===== config.mk =====
export PLATFORM = sky130hd
export DESIGN_NAME = uart_rx_param
export DESIGN_NICKNAME = d
export VERILOG_FILES = /design/src/rtl/uart_rx_param.sv
export SDC_FILE = /design/constraint.sdc
export NUM_CORES = 1
export LEC_CHECK = 0
export CELL_PAD_IN_SITES_DETAIL_PLACEMENT = 1
export CELL_PAD_IN_SITES_GLOBAL_PLACEMENT = 1
export CORE_MARGIN = 2
export CORE_UTILIZATION = 46
export DETAILED_ROUTE_END_ITERATION = 16
export GPL_TIMING_DRIVEN = 0
export PLACE_DENSITY = 0.93
export SYNTH_ARGS = -nofsm -noshare
export SYNTH_HDL_FRONTEND = slang
export SYNTH_SLANG_ARGS = --single-unit

===== constraint.sdc =====
create_clock -name clk -period 4.5 [get_ports clk]
set_input_delay 0.675 -clock clk [delete_from_list [all_inputs] [get_ports clk]]
set_output_delay 0.675 -clock clk [all_outputs]
set_load 0.05 [all_outputs]

===== src/rtl/uart_rx_param.sv =====
// uart_rx_param: parametrised UART receiver.
//   rx -> 2-FF synchroniser -> start-bit validation -> mid-bit sampling of
//   DATA_BITS (LSB first) -> optional parity -> STOP_BITS stop checks.
//   Each received word is delivered with a one-cycle valid pulse. The
//   frame_err/parity_err flags are meaningful only while valid is high.
// Optional feature: define UART_RX_PARITY_EN to add the parity bit/check.
//   Without it there is no PARITY state, parity_err is tied low and
//   PARITY_ODD is ignored.
module uart_rx_param #(
    parameter int DATA_BITS    = 8,   // 5..9
    parameter int CLKS_PER_BIT = 16,  // even, >= 4
    parameter int STOP_BITS    = 1,   // 1 or 2
    parameter int PARITY_ODD   = 0    // 1 = odd, 0 = even
) (
    input  logic                 clk,
    input  logic                 rst,
    input  logic                 rx,
    output logic [DATA_BITS-1:0] data_out,
    output logic                 valid,
    output logic                 busy,
    output logic                 frame_err,
    output logic                 parity_err
);

    localparam int CW = $clog2(CLKS_PER_BIT);
    localparam int BW = $clog2(DATA_BITS + 1);

    localparam logic [CW-1:0] BIT_END  = CW'(CLKS_PER_BIT - 1);
    localparam logic [CW-1:0] HALF_END = CW'(CLKS_PER_BIT / 2 - 1);
    localparam logic [BW-1:0] LAST_D   = BW'(DATA_BITS - 1);
    localparam logic [BW-1:0] LAST_S   = BW'(STOP_BITS - 1);

    typedef enum logic [2:0] {
        IDLE   = 3'd0,
        START  = 3'd1,
        DATA   = 3'd2,
`ifdef UART_RX_PARITY_EN
        PARITY = 3'd3,
`endif
        STOP   = 3'd4,
        DONE   = 3'd5
    } state_t;

    state_t               state, state_nxt;
    logic                 rx_meta, rx_s;
    logic [CW-1:0]        cnt;
    logic [BW-1:0]        bidx;
    logic [DATA_BITS-1:0] shreg;
    logic [DATA_BITS-1:0] dout;
    logic                 ferr;
    logic                 armed;
    logic                 bit_tick, half_tick;

`ifdef UART_RX_PARITY_EN
    logic                 par_bit;
`else
    // PARITY_ODD has no meaning without the parity stage.
    logic                 unused_cfg;
    assign unused_cfg = ^PARITY_ODD;
`endif

    assign bit_tick  = (cnt == BIT_END);
    assign half_tick = (cnt == HALF_END);
    assign data_out  = dout;

    // Two-flop synchroniser; resets to the idle-high line level.
    always_ff @(posedge clk) begin
        if (rst) begin
            rx_meta <= 1'b1;
            rx_s    <= 1'b1;
        end else begin
            rx_meta <= rx;
            rx_s    <= rx_meta;
        end
    end

    // State register.
    always_ff @(posedge clk) begin
        if (rst) state <= IDLE;
        else     state <= state_nxt;
    end

    // Next-state logic: all decisions taken on the synchronised line.
    always_comb begin
        state_nxt = state;
        case (state)
            IDLE:   if (armed && !rx_s) state_nxt = START;
            // Half-bit check rejects glitches shorter than half a bit.
            START:  if (half_tick) state_nxt = rx_s ? IDLE : DATA;
            DATA: begin
                if (bit_tick && bidx == LAST_D) begin
`ifdef UART_RX_PARITY_EN
                    state_nxt = PARITY;
`else
                    state_nxt = STOP;
`endif
                end
            end
`ifdef UART_RX_PARITY_EN
            PARITY: if (bit_tick) state_nxt = STOP;
`endif
            STOP:   if (bit_tick && bidx == LAST_S) state_nxt = DONE;
            DONE:   state_nxt = IDLE;
            default: state_nxt = IDLE;
        endcase
    end

    // Datapath: bit timing, shifting, flag capture and the break lockout.
    always_ff @(posedge clk) begin
        if (rst) begin
            cnt   <= '0;
            bidx  <= '0;
            shreg <= '0;
            dout  <= '0;
            ferr  <= 1'b0;
            armed <= 1'b1;
`ifdef UART_RX_PARITY_EN
            par_bit <= 1'b0;
`endif
        end else begin
            case (state)
                IDLE: begin
                    cnt <= '0;
                    // A high line re-arms the receiver after a break.
                    if (rx_s) armed <= 1'b1;
                end
                START: begin
                    if (half_tick) begin
                        cnt  <= '0;
                        bidx <= '0;
                        ferr <= 1'b0;
                    end else begin
                        cnt <= cnt + CW'(1);
                    end
                end
                DATA: begin
                    if (bit_tick) begin
                        cnt   <= '0;
                        // LSB arrives first, so shift in at the top.
                        shreg <= {rx_s, shreg[DATA_BITS-1:1]};
                        bidx  <= (bidx == LAST_D) ? '0 : bidx + BW'(1);
                    end else begin
                        cnt <= cnt + CW'(1);
                    end
                end
`ifdef UART_RX_PARITY_EN
                PARITY: begin
                    if (bit_tick) begin
                        cnt     <= '0;
                        par_bit <= rx_s;
                    end else begin
                        cnt <= cnt + CW'(1);
                    end
                end
`endif
                STOP: begin
                    if (bit_tick) begin
                        cnt  <= '0;
                        bidx <= bidx + BW'(1);
                        if (!rx_s) ferr <= 1'b1;
                        // Publish the word as DONE is entered so data_out
                        // is already current during the valid pulse.
                        if (bidx == LAST_S) dout <= shreg;
                    end else begin
                        cnt <= cnt + CW'(1);
                    end
                end
                DONE: begin
                    // A framing error may be a break: wait for a high line.
                    if (ferr) armed <= 1'b0;
                end
                default: cnt <= '0;
            endcase
        end
    end

    // Outputs: single-cycle pulses in DONE, busy outside IDLE.
    always_comb begin
        valid      = 1'b0;
        frame_err  = 1'b0;
        parity_err = 1'b0;
        busy       = (state != IDLE);
        if (state == DONE) begin
            valid     = 1'b1;
            frame_err = ferr;
`ifdef UART_RX_PARITY_EN
            parity_err = ((^shreg) ^ par_bit) != PARITY_ODD[0];
`endif
        end
    end

endmodule

==> results of run 1 <==
kinds of logic after synthesis:
family / after synthesis / synth area share
xor+xnor: 4 / 0.0276
mux: 20 / 0.133
other cells: 1 / 0.00243
simple gates: 64 / 0.227
fa+ha+maj: 3 / 0.0244
buf+inv: 17 / 0.0584
flops: 31 / 0.403
compound gates: 28 / 0.124
metrics by stage:
stage / power (uW) / std cells
2_1_floorplan: 308 / 168
5_1_grt: 566 / 235
3_5_place_dp: 317 / 227
3_3_place_gp: 316 / 227
4_1_cts: 552 / 235
6_report: 550 / 235
state kept, by name, summed over array words and instances, names as in the netlist:
register and cells:
ferr 1, rx_s 1, bidx 4, cnt 4, state 3, armed 1, data_out 8, rx_meta 1
shreg 8
worst register-to-register path: cells and delay by family (launching register included):
| family | cells | cell delay (ns) |
|---|---|---|
| buffers and inverters | 1 | 0.08 |
| flip-flops | 1 | 0.35 |
| AO/OA/AOI/OAI | 1 | 0.49 |
| adder cells (fa/ha/maj) | 1 | 0.14 |
| AND/OR/NAND/NOR | 2 | 0.46 |
| multiplexers | 1 | 0.23 |
power by group:
| part | leakage, uW | internal, uW | switching [uW] |
|---|---|---|---|
| combinational | 0.000428 | 12.3 | 20.5 |
| sequential | 0.000250 | 277 | 2.07 |
| clock | 0.0000482 | 131 | 107 |
cell usage in the layout (no fill, tap or decap), types with 2 or more instances in the layout:
cell and instances:
nand2_1 7, xor2_1 2, or2_2 2, nor3b_2 2, clkdlybuf4s50_1 13, clkbuf_1 4, dfxtp_1 31, buf_2 3
a21oi_1 8, mux2i_1 19, o21bai_1 3, buf_6 2, nand2b_1 2, o21ai_0 4, nand4_1 6, nor2_1 22
buf_4 2, and2_1 3, inv_1 6, clkbuf_4 5, nand3_1 3, nor3b_1 2, ha_1 3, a211oi_1 2
nor3_1 2, nor2b_1 3
routing by layer:
metal	part of all wire	GRT usage	vias up	wire length, um
li1	-	-	633	-
met5	0	0	-	0
met1	0.42	0.304	639	1750
met4	0.030	0.143	0	123
met2	0.51	0.394	32	2100
met3	0.040	0.0787	14	164
cell type report:
class / count / area share
Multi-Input combinational cell: 120 / 0.458
Tap cell: 46 / 0.0317
Clock inverter: 2 / 0.0193
Sequential cell: 31 / 0.342
Inverter: 6 / 0.0124
Timing Repair Buffer: 13 / 0.0717
Buffer: 11 / 0.0372
Clock buffer: 6 / 0.0283
worst min path at each step:
| stage | start | cells after the start | endpoint | slack [ns] |
|---|---|---|---|---|
| 6_report | rx_meta | 1 | rx_s | 0.43 |
| 5_1_grt | rx_meta | 1 | rx_s | 0.45 |
| 4_1_cts | rx_meta | 1 | rx_s | 0.43 |
| 3_5_place_dp | rx_meta | 1 | rx_s | 0.41 |
| 3_3_place_gp | rx_meta | 1 | rx_s | 0.39 |
| 2_1_floorplan | rx_meta | 1 | rx_s | 0.39 |
==> results.cfg, run 1 <==
[grt]
grt_max_degree = 11
grt_util_all_layers = 0.251
grt_pass1_vias = 1411
antenna_found_initial = 0
grt_first_pass_wirelength_um = 6780
overflow = 0

[worst_setup_path]
criticalPathCategory = flip-flop to output port
worst-path-max-fanout = 10
cp.required_ns = 3.83
crit_end = frame_err
rr_worst_depth = 6
crit_slowest_cell = clkdlybuf4s50_1
r2r-start = bidx[0]
path_depth = 4
worst-path-buf-inv = 3
r2r_end = state[0]
start_kind = flip-flop
r2r_setup_slack_ns = 2.69
max_stage_delay_ns = 0.80
critical-path-top-delay-family = buffers and inverters
end_kind = output port
worstPathArrival_ns = 2.39
path_cells = buf_6 -> clkbuf_1 -> and3_1 -> clkdlybuf4s50_1
setup.worst_path.start = state[0]

[power_and_ir_drop]
power.density_mw_per_mm2 = 303
leakage_uw = 0.000726
vdd_drop_max_v = 0.000206

[synthesis]
syn_inst = 168
yosys-top-cells-count = 31 x dfxtp_1, 22 x nor2_1, 19 x mux2i_1, 8 x a21oi_1, 7 x nand2_1
syn_area_mm2 = 0.00154
yosysMostFrequentCell = dfxtp_1
yosysWarnings = 0
synth_async_sr_flop_share = 0
syn_avg_cell_area_um2 = 9.18
synth_nets = 174
ys_ff_latch = 31
yosys.area.top_type = dfxtp_1
ys_seq_area_frac = 0.403
ys_types = 49
ys.flop_type = dfxtp_1
netlist_top_cells_area = dfxtp_1 40%, mux2i_1 12%, nor2_1 5.4%
synth-edff-count = 0
synth_top_area_frac = 0.403

[drt]
dr.pass1.iters = 4
first_iter_violations = 72
drtAntennaViolNets = 0
drcViolationCount = 0
num_vias = 1318
viasPerCell = 5.61
routed_wirelength_um = 4140
avgRoutedWirePerCell_um = 17.6

[timing]
period_needed_ns = 3.07
fin_skew_ns = 0.00883
slew_headroom = 0.655
finalSetupViolations = 0
slew_viol_final = 0
setup_tns_ns = 0
whs_ns = 0.432
rsz0062_at_grt = false
worst_slack_ns = 1.43
finalHoldViolations = 0
tightest_slew_ns = 0.515
fin_crit_sh = 0.682
fmax_mhz = 326

[cts]
h-tree-depth = 2
post_cts_resized = 0
cts_sinks = 31
clk_pin_slew_ns = 0.11
postCtsSetupBuffers = 0
clockBufferDepth = 2
numCtsBuffers = 5
cts-root-buf = clkbuf_4
cts_tree = yes
ctsHoldBuffers = 0
clock_latency_ns = 0.34

[run_status]
status = completed

[placed_design]
place_hpwl_um = 2850
dp_slack_ns = 1.87
dpl_cell_area_mm2 = 0.00173
port_buffers = 13
gp_congestion = 0.812

[layout]
seq_area_um2 = 621
nets = 194
fin_util = 0.553
post-route-cell-area_mm2 = 0.00182
multi_input_area_um2 = 831
synthToLayoutAreaGrowth_pct = 17.8
num_antenna_cells = 0
drive_above_1_share = 0.138
fill_cells = 378

[floorplan]
core_area_mm2 = 0.00328
die_w_um = 61.9
die_area_mm2 = 0.00383
fp.dieH_um = 61.9
rows = 21
start_util = 0.469
ios = 15

[flow_run]
drv_cap = 0

[min_path]
hp-class = flip-flop to flip-flop
(Power assumes the default switching activity.)
==> inputs of run 2 (changes only) <==
CORE_UTILIZATION = 43   (was 46)
PLACE_DENSITY = 0.88   (was 0.93)
clock period = 3.2 ns   (was 4.5 ns; I/O delays follow)
==> run 2 against run 1 <==
Clock-buffer cell count did not move; clock skew shrank 0.0060 ns; global-route usage down 5.6 points; combinational power rose by 36%; sequential share of layout area unchanged; worst setup slack got worse by 1.1 ns; cell area stayed put; non-clock buffer count did not move; sequential power increased by 41%; via count is 3.2% lower; first-iteration DRC count is 46% lower; core utilization is 1.7 points lower.
==> results.cfg, run 2 (same netlist as run 1, synthesis figures left out) <==
[power_and_ir_drop]
clkPwrFrac = 0.427
switching_power_uw = 172
p_int_uw = 591
comb_power_share = 0.059
p_sw_frac = 0.225
seqPwrFrac = 0.514
leakage_uw = 0.000726
power.density_mw_per_mm2 = 420
vdd_drop_max_v = 0.000237

[timing]
setup_tns_ns = 0
whs_ns = 0.426
fmax_mhz = 346
rsz0062_at_grt = false
finalHoldViolations = 0
slew_headroom = 0.659
fin_skew_ns = 0.00279
finalSetupViolations = 0
slew_viol_final = 0
period_needed_ns = 2.89
tightest_slew_ns = 0.510
fin_crit_sh = 0.904

[worst_setup_path]
r2r-start = cnt[0]
criticalPathCategory = flip-flop to output port
cp.required_ns = 2.72
worstPathArrival_ns = 2.41
r2r_setup_slack_ns = 1.37
worst-path-max-fanout = 10
path_cells = buf_6 -> clkbuf_1 -> and3_1 -> clkdlybuf4s50_1
crit_slowest_cell = clkdlybuf4s50_1
rr_worst_depth = 5
start_kind = flip-flop
worst-path-buf-inv = 3
r2r_end = state[0]
end_kind = output port
max_stage_delay_ns = 0.82
critical-path-top-delay-family = buffers and inverters

[floorplan]
fp.dieH_um = 63.9
rows = 21
ios = 15
die_w_um = 63.9
start_util = 0.455
core_area_mm2 = 0.00339
die_area_mm2 = 0.00408

[drt]
routed_wirelength_um = 3680
num_vias = 1276
drcViolationCount = 0
dr.pass1.iters = 4
drtAntennaViolNets = 0
first_iter_violations = 39
avgRoutedWirePerCell_um = 15.6
viasPerCell = 5.43

[cts]
clock_latency_ns = 0.33
cts-root-buf = clkbuf_4
cts_sinks = 31
clockBufferDepth = 2
cts_tree = yes
h-tree-depth = 2
postCtsSetupBuffers = 0
post_cts_resized = 0
numCtsBuffers = 5
clk_pin_slew_ns = 0.10
ctsHoldBuffers = 0

[layout]
synthToLayoutAreaGrowth_pct = 17.8
drive_above_1_share = 0.138
num_antenna_cells = 0
final_common_cell = dfxtp_1
final_cell_mix = 31 x dfxtp_1, 22 x nor2_1, 19 x mux2i_1, 13 x clkdlybuf4s50_1, 8 x a21oi_1
nets = 194

[grt]
overflow = 0
grt_util_all_layers = 0.195
grt_first_pass_wirelength_um = 6260
grt_pass1_vias = 1324
antenna_found_initial = 0
grt_max_degree = 11

[min_path]
holdPathEnd = rx_s
hold_start = rx_meta
worstHoldPathCells = 1
hp-class = flip-flop to flip-flop

[run_status]
status = completed

[placed_design]
place_hpwl_um = 2680
gp_congestion = 0.824
port_buffers = 13

[flow_run]
drv_cap = 0
[run 2: cell counts in the layout (fill, tap and decap cells not counted)]
Identical to the previous run, type by type.
[run 2: final cells by class]
| class | instances | area (um2) |
|---|---|---|
| tap | 46 | 57.6 |
| multi-input combinational | 120 | 831 |
| sequential | 31 | 621 |
| clock buffer | 6 | 51.3 |
| buffer | 11 | 67.6 |
| inverter | 6 | 22.5 |
| fill | 400 | 1570 |
| timing repair buffer | 13 | 130 |
| clock inverter | 2 | 35.0 |
[run 2: per-layer routing]
layer,vias up,global-route usage,wire length [um]
li1,635,-,-
met1,618,0.234,1710
met2,16,0.346,1840
met3,7,0.0423,87
met4,0,0.0571,42
met5,-,0,0
[run 2: worst max-delay path by stage]
stage	depth (start not counted)	slack, ns	endpoint	startpoint
final	4	0.31	frame_err	state[0]
after global routing	4	0.19	frame_err	state[0]
after CTS	4	0.31	frame_err	state[0]
after detailed placement	4	0.70	frame_err	state[0]
after global placement	4	0.72	frame_err	state[0]
after floorplan	3	1.41	frame_err	state[0]
[run 2: through the flow]
step            util  power [uW]  area, um2  cells  setup WS [ns]
6_report       0.536         763       1820    235          0.306
5_1_grt        0.536         796       1820    235          0.194
4_1_cts        0.536         767       1820    235          0.309
3_5_place_dp   0.510         446       1730    227          0.701
3_3_place_gp   0.510         444       1730    227          0.723
2_1_floorplan      -         433       1540    168           1.41
[run 2: power groups by stage]
stage / Clock, uW / Combinational (uW) / Sequential (uW)
3_5_place_dp: 0 / 44.6 / 401
6_report: 326 / 44.9 / 393
5_1_grt: 354 / 48.9 / 393
4_1_cts: 329 / 45.0 / 392
3_3_place_gp: 0 / 43.1 / 401
2_1_floorplan: 0 / 33.0 / 400
[run 2: worst reg2reg max path: stages (launching register included)]
cell	delay, ns
dfxtp_1	0.35
ha_1	0.26
nand2_2	0.20
o21ai_1	0.13
a221oi_2	0.45
mux2_4	0.33
==> inputs of run 3 (changes only) <==
GPL_ROUTABILITY_DRIVEN = 0   (was unset)
==> results of run 3 <==
No change in the layout: final DEF, timing and power equal those of run 2.
